## config.mk

```make
export PLATFORM = sky130hd
export DESIGN_NAME = door_servo_ctrl
export DESIGN_NICKNAME = d
export VERILOG_FILES = /design/src/rtl/door_servo_ctrl.sv
export SDC_FILE = /design/constraint.sdc
export NUM_CORES = 1
export LEC_CHECK = 0
export ABC_AREA = 1
export BUFFER_PORTS_ARGS = -buffer_cell sky130_fd_sc_hd__buf_2
export CORE_MARGIN = 3
export CORE_UTILIZATION = 51
export CTS_CLUSTER_SIZE = 25
export DETAILED_ROUTE_END_ITERATION = 10
export GPL_ROUTABILITY_DRIVEN = 0
export PLACE_DENSITY = 0.75
export SYNTH_ARGS = -nofsm -noshare
export SYNTH_HDL_FRONTEND = slang
export SYNTH_SLANG_ARGS = --single-unit
```

## constraint.sdc

```tcl
create_clock -name clk -period 2.2 [get_ports clk]
set_input_delay 0.22 -clock clk [delete_from_list [all_inputs] [get_ports clk]]
set_output_delay 0.22 -clock clk [all_outputs]
set_load 0.03 [all_outputs]
```

## src/rtl/door_servo_ctrl.sv

```systemverilog
// -----------------------------------------------------------------------------
// door_servo_ctrl
//   Elevator door controller driving one hobby-servo PWM line per floor.
//   The servo pulse width ramps between PULSE_MIN (closed) and PULSE_MAX
//   (open) by STEP cycles per PWM frame. The door dwells fully open for
//   HOLD_PERIODS frames, then closes by itself. An obstruction or a re-open
//   request while closing reverses the ramp.
//
// Ports
//   clk            system clock
//   rst_n          asynchronous active-low reset
//   open_req       level: request door open at present_floor
//   close_req      level: request immediate close
//   obstruct       level: door path blocked
//   present_floor  current cab floor, 1-based
//   servo_pwm      one-hot PWM, bit f-1 drives the floor f servo
//   door_closed    state is CLOSED
//   door_open      state is OPEN_HOLD
//   busy           state is OPENING or CLOSING
//   req_err        1-cycle pulse: open request in CLOSED with an invalid floor
//
// Interface semantics: there is no valid/ready handshake. open_req, close_req
// and obstruct are levels sampled on every rising clk edge. Priority is
// obstruct > open_req > close_req. req_err fires once for each rising edge
// of open_req that arrives with an out-of-range floor while CLOSED.
// -----------------------------------------------------------------------------
module door_servo_ctrl #(
  parameter int NUM_FLOORS   = 4,
  parameter int FLOOR_W      = 4,
  parameter int PERIOD       = 1_000_000,
  parameter int PULSE_MIN    = 100_000,
  parameter int PULSE_MAX    = 200_000,
  parameter int STEP         = 500,
  parameter int HOLD_PERIODS = 200
) (
  input  logic                  clk,
  input  logic                  rst_n,
  input  logic                  open_req,
  input  logic                  close_req,
  input  logic                  obstruct,
  input  logic [FLOOR_W-1:0]    present_floor,
  output logic [NUM_FLOORS-1:0] servo_pwm,
  output logic                  door_closed,
  output logic                  door_open,
  output logic                  busy,
  output logic                  req_err
);

  localparam int SPAN   = PULSE_MAX - PULSE_MIN;
  localparam int OFF_W  = $clog2(SPAN + 1);
  localparam int CNT_W  = $clog2(PERIOD);
  localparam int HOLD_W = (HOLD_PERIODS > 1) ? $clog2(HOLD_PERIODS) : 1;

  typedef enum logic [1:0] {
    ST_CLOSED    = 2'd0,
    ST_OPENING   = 2'd1,
    ST_OPEN_HOLD = 2'd2,
    ST_CLOSING   = 2'd3
  } state_t;

  state_t                state_q, state_d;
  logic [OFF_W-1:0]      offset_q, offset_d;
  logic [CNT_W-1:0]      cnt_q, cnt_d;
  logic [HOLD_W-1:0]     hold_cnt_q, hold_cnt_d;
  logic [FLOOR_W-1:0]    floor_l_q, floor_l_d;
  logic                  open_req_prev_q;
  logic [NUM_FLOORS-1:0] pwm_q, pwm_d;
  logic                  door_closed_q, door_open_q, busy_q;
  logic                  req_err_q, req_err_d;

  logic                  pe;
  logic                  floor_ok;
  logic                  pulse_on;
  logic [OFF_W-1:0]      off_inc, off_dec;

  // Frame end: the ramp only advances here, so a frame's pulse width is
  // always the offset that was in force when the frame started.
  assign pe       = (cnt_q == CNT_W'(PERIOD - 1));
  assign floor_ok = (present_floor != '0) && (int'(present_floor) <= NUM_FLOORS);
  assign pulse_on = (int'(cnt_q) < (PULSE_MIN + int'(offset_q)));

  // Saturating ramp arithmetic done in 32-bit so it never wraps.
  assign off_inc = ((int'(offset_q) + STEP) >= SPAN) ? OFF_W'(SPAN)
                                                     : OFF_W'(int'(offset_q) + STEP);
  assign off_dec = (int'(offset_q) <= STEP) ? '0
                                            : OFF_W'(int'(offset_q) - STEP);

  always_comb begin
    state_d    = state_q;
    offset_d   = offset_q;
    hold_cnt_d = hold_cnt_q;
    floor_l_d  = floor_l_q;
    req_err_d  = 1'b0;
    cnt_d      = pe ? '0 : cnt_q + 1'b1;

    case (state_q)
      ST_CLOSED: begin
        if (open_req) begin
          if (floor_ok) begin
            state_d    = ST_OPENING;
            floor_l_d  = present_floor;
            offset_d   = '0;
            hold_cnt_d = '0;
            cnt_d      = '0;  // first opening frame is full length
          end else begin
            req_err_d  = !open_req_prev_q;
          end
        end
      end

      ST_OPENING: begin
        if (close_req && !obstruct && !open_req) begin
          state_d = ST_CLOSING;
        end else if (pe) begin
          offset_d = off_inc;
          if (off_inc == OFF_W'(SPAN)) begin
            state_d    = ST_OPEN_HOLD;
            hold_cnt_d = '0;
          end
        end
      end

      ST_OPEN_HOLD: begin
        if (obstruct || open_req) begin
          hold_cnt_d = '0;
        end else if (close_req) begin
          state_d = ST_CLOSING;
        end else if (pe) begin
          // hold_cnt counts completed dwell frames, so the door stays
          // open for exactly HOLD_PERIODS frames.
          if (hold_cnt_q == HOLD_W'(HOLD_PERIODS - 1)) begin
            state_d = ST_CLOSING;
          end else begin
            hold_cnt_d = hold_cnt_q + 1'b1;
          end
        end
      end

      ST_CLOSING: begin
        if (obstruct || open_req) begin
          state_d = ST_OPENING;
        end else if (pe) begin
          offset_d = off_dec;
          if (off_dec == '0) begin
            state_d = ST_CLOSED;
          end
        end
      end

      default: state_d = ST_CLOSED;
    endcase
  end

  // Only the latched floor's line is ever driven; one clk behind cnt.
  always_comb begin
    pwm_d = '0;
    for (int f = 0; f < NUM_FLOORS; f++) begin
      pwm_d[f] = (state_q != ST_CLOSED) && (floor_l_q == FLOOR_W'(f + 1)) && pulse_on;
    end
  end

  always_ff @(posedge clk or negedge rst_n) begin
    if (!rst_n) begin
      state_q         <= ST_CLOSED;
      offset_q        <= '0;
      cnt_q           <= '0;
      hold_cnt_q      <= '0;
      floor_l_q       <= '0;
      open_req_prev_q <= 1'b0;
      pwm_q           <= '0;
      door_closed_q   <= 1'b1;
      door_open_q     <= 1'b0;
      busy_q          <= 1'b0;
      req_err_q       <= 1'b0;
    end else begin
      state_q         <= state_d;
      offset_q        <= offset_d;
      cnt_q           <= cnt_d;
      hold_cnt_q      <= hold_cnt_d;
      floor_l_q       <= floor_l_d;
      open_req_prev_q <= open_req;
      pwm_q           <= pwm_d;
      // Status flags track the state register edge-for-edge.
      door_closed_q   <= (state_d == ST_CLOSED);
      door_open_q     <= (state_d == ST_OPEN_HOLD);
      busy_q          <= (state_d == ST_OPENING) || (state_d == ST_CLOSING);
      req_err_q       <= req_err_d;
    end
  end

  assign servo_pwm   = pwm_q;
  assign door_closed = door_closed_q;
  assign door_open   = door_open_q;
  assign busy        = busy_q;
  assign req_err     = req_err_q;

endmodule

```

### Word-level counts from Yosys, hierarchy flattened

Index checks and enable logic that the tools add are counted.

* register bits: 60
* bits in latches: 0
* RAM bits: 0
* bits in read-only memories: 0
* input port bits: 9
* output and inout port bits: 8
* logic and storage cells: 108
* memories: 0

* add/sub/neg operators: 5
* multiply operators: 0
* div/mod/pow operators: 0
* order comparisons: 4
* equality and inequality tests: 23
* shift operators: 0
* muxes and demuxes: 39
* bitwise logic cells: 0
* reductions and logical operators: 26

Operators with widths (count)
* two-way mux 17 bit: 8
* two-way mux 20 bit: 4
* two-way mux 8 bit: 9
* one-hot mux 17 bit (3 select lines): 1
* >= comparator 32 x 18 -> 1 bit (second input constant): 1
* two-way mux 2 bit: 12
* one-hot mux 8 bit (3 select lines): 1
* adder 20 x 1 -> 20 bit (second input constant): 1
* equality test 20 bit (second input constant): 1
* less-than comparator 20 x 18 -> 1 bit: 1
* adder 17 x 17 -> 18 bit (first input constant): 1
* adder 17 x 9 -> 18 bit (second input constant): 1
* equality test 17 bit (second input constant): 1
* <= comparator 17 x 9 -> 1 bit (second input constant): 1
* zero test 17 bit: 1
* subtractor 17 x 9 -> 17 bit (second input constant): 1
* inequality test 2 bit (second input constant): 7
* logical AND 1 bit: 11
* inequality test 3 bit (second input constant): 3
* AND reduction 9 bit: 1
* adder 8 x 1 -> 8 bit (second input constant): 1
* equality test 2 bit (second input constant): 4
* equality test 4 x 2 -> 1 bit (second input constant): 2
* equality test 8 bit (second input constant): 1
* other kinds (14): 22

### Logic depth before layout (Yosys ltp)

* word-level depth: 10
* depth in mapped cells: 20

### Least setup slack after synthesis

OpenSTA, ideal clock, no wires.

* path type: reg-to-reg
* from: reg offset_q[5]
* to: reg pwm_q[1], in the netlist servo_pwm[1]
* library setup time: 122 ps
* arrival: 2261 ps
* required time: 2078 ps
* slack: -182 ps
* stages on the path, launching flop included: 16
* buffers on the path: 1
* clock period less this slack: 2382 ps
* cells stage by stage: dfrtp_1 -> buf_2 -> inv_1 -> o21ai_0 -> a21oi_1 -> a21oi_1 -> nand2_1 -> xor2_1 -> ha_1 -> nand2_1 -> inv_1 -> nand3_1 -> nor2_1 -> nand4_1 -> nand3_1 -> nor3_1

* word-level cells in the longest chain between the ends: 3

Ends and longest elaborated chain
* start: declaration: RTL line 62 `logic [OFF_W-1:0] offset_q, offset_d;`
* start signal: assignment: RTL line 177 `offset_q <= offset_d;`
* adder 17 x 17 -> 18 bit: RTL line 80 `assign pulse_on = (int'(cnt_q) < (PULSE_MIN + int'(offset_q)));`
* less-than comparator 20 x 18 -> 1 bit: RTL line 80
* logical AND 1 bit: RTL line 158 `pwm_d[f] = (state_q != ST_CLOSED) && (floor_l_q == FLOOR_W'(f + 1)) && pulse_on;`
* named net pwm_d[1]: RTL line 67 `logic [NUM_FLOORS-1:0] pwm_q, pwm_d;`
* end signal: assignment: RTL line 182 `pwm_q <= pwm_d;`
* end: declaration: RTL line 67

The timed path passes the listed nets, and every way through them passes these cells.
A chain may end at the register's enable or synchronous reset.

### Worst setup path in the final report

* from: reg offset_q[5]
* to: reg pwm_q[0], in the netlist servo_pwm[0]

The elaborated chain is that of the path after synthesis.

==> flow_metrics.py <==
metrics = {
    "outcome": {
        "outcome": "complete, but fails checks",
        "violations": "setup timing",
    },
    "layout": {
        "seq_area_um2": 1510,
        "n_antenna_cell": 0,
        "layout-drive-gt1-share_pct": 28.01,
        "layout.nets": 811,
        "fillerInstances": 683,
        "syn_to_final_growth_pct": 27.92,
        "multi_input_area_um2": 3002,
        "final_cells": 890,
    },
    "pwr": {
        "power_density_nw_per_um2": 1282,
        "leakagePower_uw": 0.003001,
        "ir_worst_vdd_v": 0.0008273,
    },
    "clocking": {
        "clock_sink_count": 60,
        "path_clk_slew_ns": 0.08,
        "cts-root-buf": "clkbuf_8",
        "htree_levels": 3,
        "cts_buffer_depth": 2,
        "cts-buffers-inserted": 9,
        "clk_latency_ns": 0.36,
        "cts_tree": "yes",
    },
    "route": {
        "first_pass_iters": 5,
        "ant_nets": 0,
        "drc": 0,
        "routed_via_density": 5.797,
        "vias": 5159,
        "drtIter0Drc": 534,
        "wire_per_inst_um": 16.01,
        "wirelength_mm": 14.25,
    },
    "yosys": {
        "ys_warn_count": 0,
        "postSynthAreaPerCell_um2": 6.969,
        "synth_seq_area_share_pct": 32.09,
        "postSynthCellCount": 672,
        "syn_nets": 706,
        "synth_area_um2": 4683,
        "ys_seq_elements": 60,
        "ys_types": 47,
    },
    "timing": {
        "layout_setup_ws_ns": -0.1300,
        "rsz0062_at_grt": "yes",
        "slew_headroom_pct": 65.16,
        "fin_hold_ws_ns": 0.04303,
        "min_period_ns": 2.330,
        "finalHoldViolCount": 0,
        "setup_viol": 26,
        "max_freq_mhz": 429.2,
        "final_max_slew_viol_count": 0,
        "max_slew.worst_pin.slew_ns": 0.5225,
        "finalCritPeriodShare_pct": 105.9,
        "finClkSkew_ns": 0.01844,
    },
    "global_routing": {
        "grt_pass1_wl_mm": 22.65,
        "antenna_found_initial": 0,
        "grt_util_all_layers_pct": 27.77,
        "grt_overflow": 0,
        "grt_pass1_vias": 4859,
        "grt_max_degree": 43,
    },
    "floorplanning": {
        "num_rows": 34,
        "core-area_um2": 8806,
        "die_h_um": 101.8,
        "io_pins": 17,
        "start_util_pct": 53.18,
        "dieArea_um2": 10370,
        "die_w_um": 101.8,
    },
    "placement": {
        "hpwl_mm": 10.28,
        "port_buffers": 16,
        "dp_cells": 861,
    },
    "setup_path": {
        "endpoint": "servo_pwm[0]$_DFF_PN0_",
        "crit_arrival_ns": 2.58,
        "rr_endpoint": "servo_pwm[0]$_DFF_PN0_",
        "worstPathRequired_ns": 2.45,
        "cp_max_fo": 4,
        "ff2ff_path_depth": 12,
        "worst_setup_path_end_kind": "flip-flop",
        "crit_type": "flip-flop to flip-flop",
        "crit_start": "offset_q[5]$_DFFE_PN0P_",
        "r2r-start": "offset_q[5]$_DFFE_PN0P_",
        "rrSetupSlack_ns": -0.13,
        "start_kind": "flip-flop",
    },
    "job": {
        "cap_violations": 0,
    },
    "hold_path": {
        "hp-class": "input pin to flip-flop",
    },
}
-- cells in the mapped netlist, drive strengths merged --
cell,number,area [um2]
dfrtp,59,1476
clkinv,1,3.750
nand2,175,691.9
inv,88,332.8
nor3,21,115.1
a31oi,4,25.02
nand4,12,87.58
and2,1,6.260
a21boi,1,7.510
xnor2,3,26.28
xor2,19,173.9
nor4,5,37.53
o31ai,1,7.510
a21oi,30,172.7
a22oi,5,37.54
ha,25,312.8
dfstp,1,26.28
o21ai,41,212.7
o211ai,1,7.510
and3,1,6.260
nor3b,10,80.07
or2,1,6.260
nor2,98,422.9
nand3b,1,7.510
o311ai,1,8.760
nand3,50,270.3
buf,12,87.58
clkbuf,1,3.750
o21a,3,22.52
o22ai,1,6.260
-- stage by stage --
stage	total power, uW	setup WS [ns]	setup TNS [ns]	area [um2]	util [%]
after floorplan	4523	-0.001988	-0.003975	4696	-
after detailed placement	5994	-0.1566	-0.8251	5428	61.64
final	7682	-0.1300	-1.446	5991	68.03
after global routing	8223	-0.2874	-6.155	5991	68.03
after global placement	5872	-0.06996	-0.3219	5428	61.64
after CTS	7322	-0.03165	-0.1252	5797	65.83
-- area by class of cell --
type,instances,share of cell area [%]
Multi-Input combinational cell,510,50.10
Tap cell,108,2.256
Clock buffer,10,2.297
Sequential cell,60,25.21
Inverter,89,5.702
Timing Repair Buffer,107,13.26
Clock inverter,6,1.170
-- cell families (layout without fill, tap and decap cells) --
logic type,count (synthesis),after routing,synth area share (%)
and+or+nand+nor,375,375,36.98
buffers and inverters,102,212,9.137
xor gates and xnor gates,22,22,4.275
adders and majority gates,25,25,6.679
AOI/OAI and AO/OA,88,88,10.85
DFF,60,60,32.09
-- what timing repair did --
action,4_1_cts,5_1_grt
pin swaps,13,8
setup endpoints to repair,15,38
hold buffers,1,0
gates cloned,0,0
setup buffers,7,5
hold endpoints to repair,18,0
gates resized for setup,23,40
-- worst min path at each step --
stage	start	end	slack (ns)	depth (start not counted)
after floorplan	rst_n	busy$_DFF_PN0_	-0.08	0
after global placement	rst_n	cnt_q[14]$_DFF_PN0_	0.20	1
after detailed placement	rst_n	cnt_q[12]$_DFF_PN0_	0.22	1
after CTS	open_req	open_req_prev_q$_DFF_PN0_	0.04	1
after global routing	open_req	open_req_prev_q$_DFF_PN0_	0.05	1
final	open_req	open_req_prev_q$_DFF_PN0_	0.04	1
-- where the power goes --
| group | internal, uW | switching (uW) |
|---|---|---|
| clock network | 564 | 513 |
| registers | 1410 | 372 |
| logic | 1910 | 2910 |
-- layout by cell type (no fill, tap or decap), drive strengths merged, types with 3 or more instances in the layout --
cell      n
a21oi    30
a22oi     5
a31oi     4
buf     106
clkbuf   10
clkinv    4
dfrtp    59
ha       25
inv      90
nand2   175
nand3    50
nand4    12
nor2     98
nor3     21
nor3b    10
nor4      5
o21a      3
o21ai    41
xnor2     3
xor2     19
-- sequential cells by signal, summed over array words and instances (netlist names) --
register and cells:
cnt_q 20, offset_q 17, hold_cnt_q 8, floor_l_q 4, servo_pwm 4, state_q 2
busy 1, door_closed 1, door_open 1, open_req_prev_q 1, req_err 1
-- routing by layer --
layer / share of wire, % / global-route usage [%]
met5: 0 / 0
met2: 47 / 46.63
met3: 8.4 / 4.437
met1: 39 / 35.18
met4: 4.7 / 13.02
-- worst max-delay path: stages (launching register included) --
cell	delay (ns)
dfrtp_2	0.46
ha_4	0.19
o21ai_4	0.18
nand2_2	0.09
xor2_1	0.15
ha_1	0.32
inv_1	0.08
nor3_2	0.19
o31ai_1	0.11
o311ai_0	0.11
nand2_1	0.14
nand3_2	0.14
nor2_1	0.07
No activity file was read; power rests on OpenSTA's default activity.
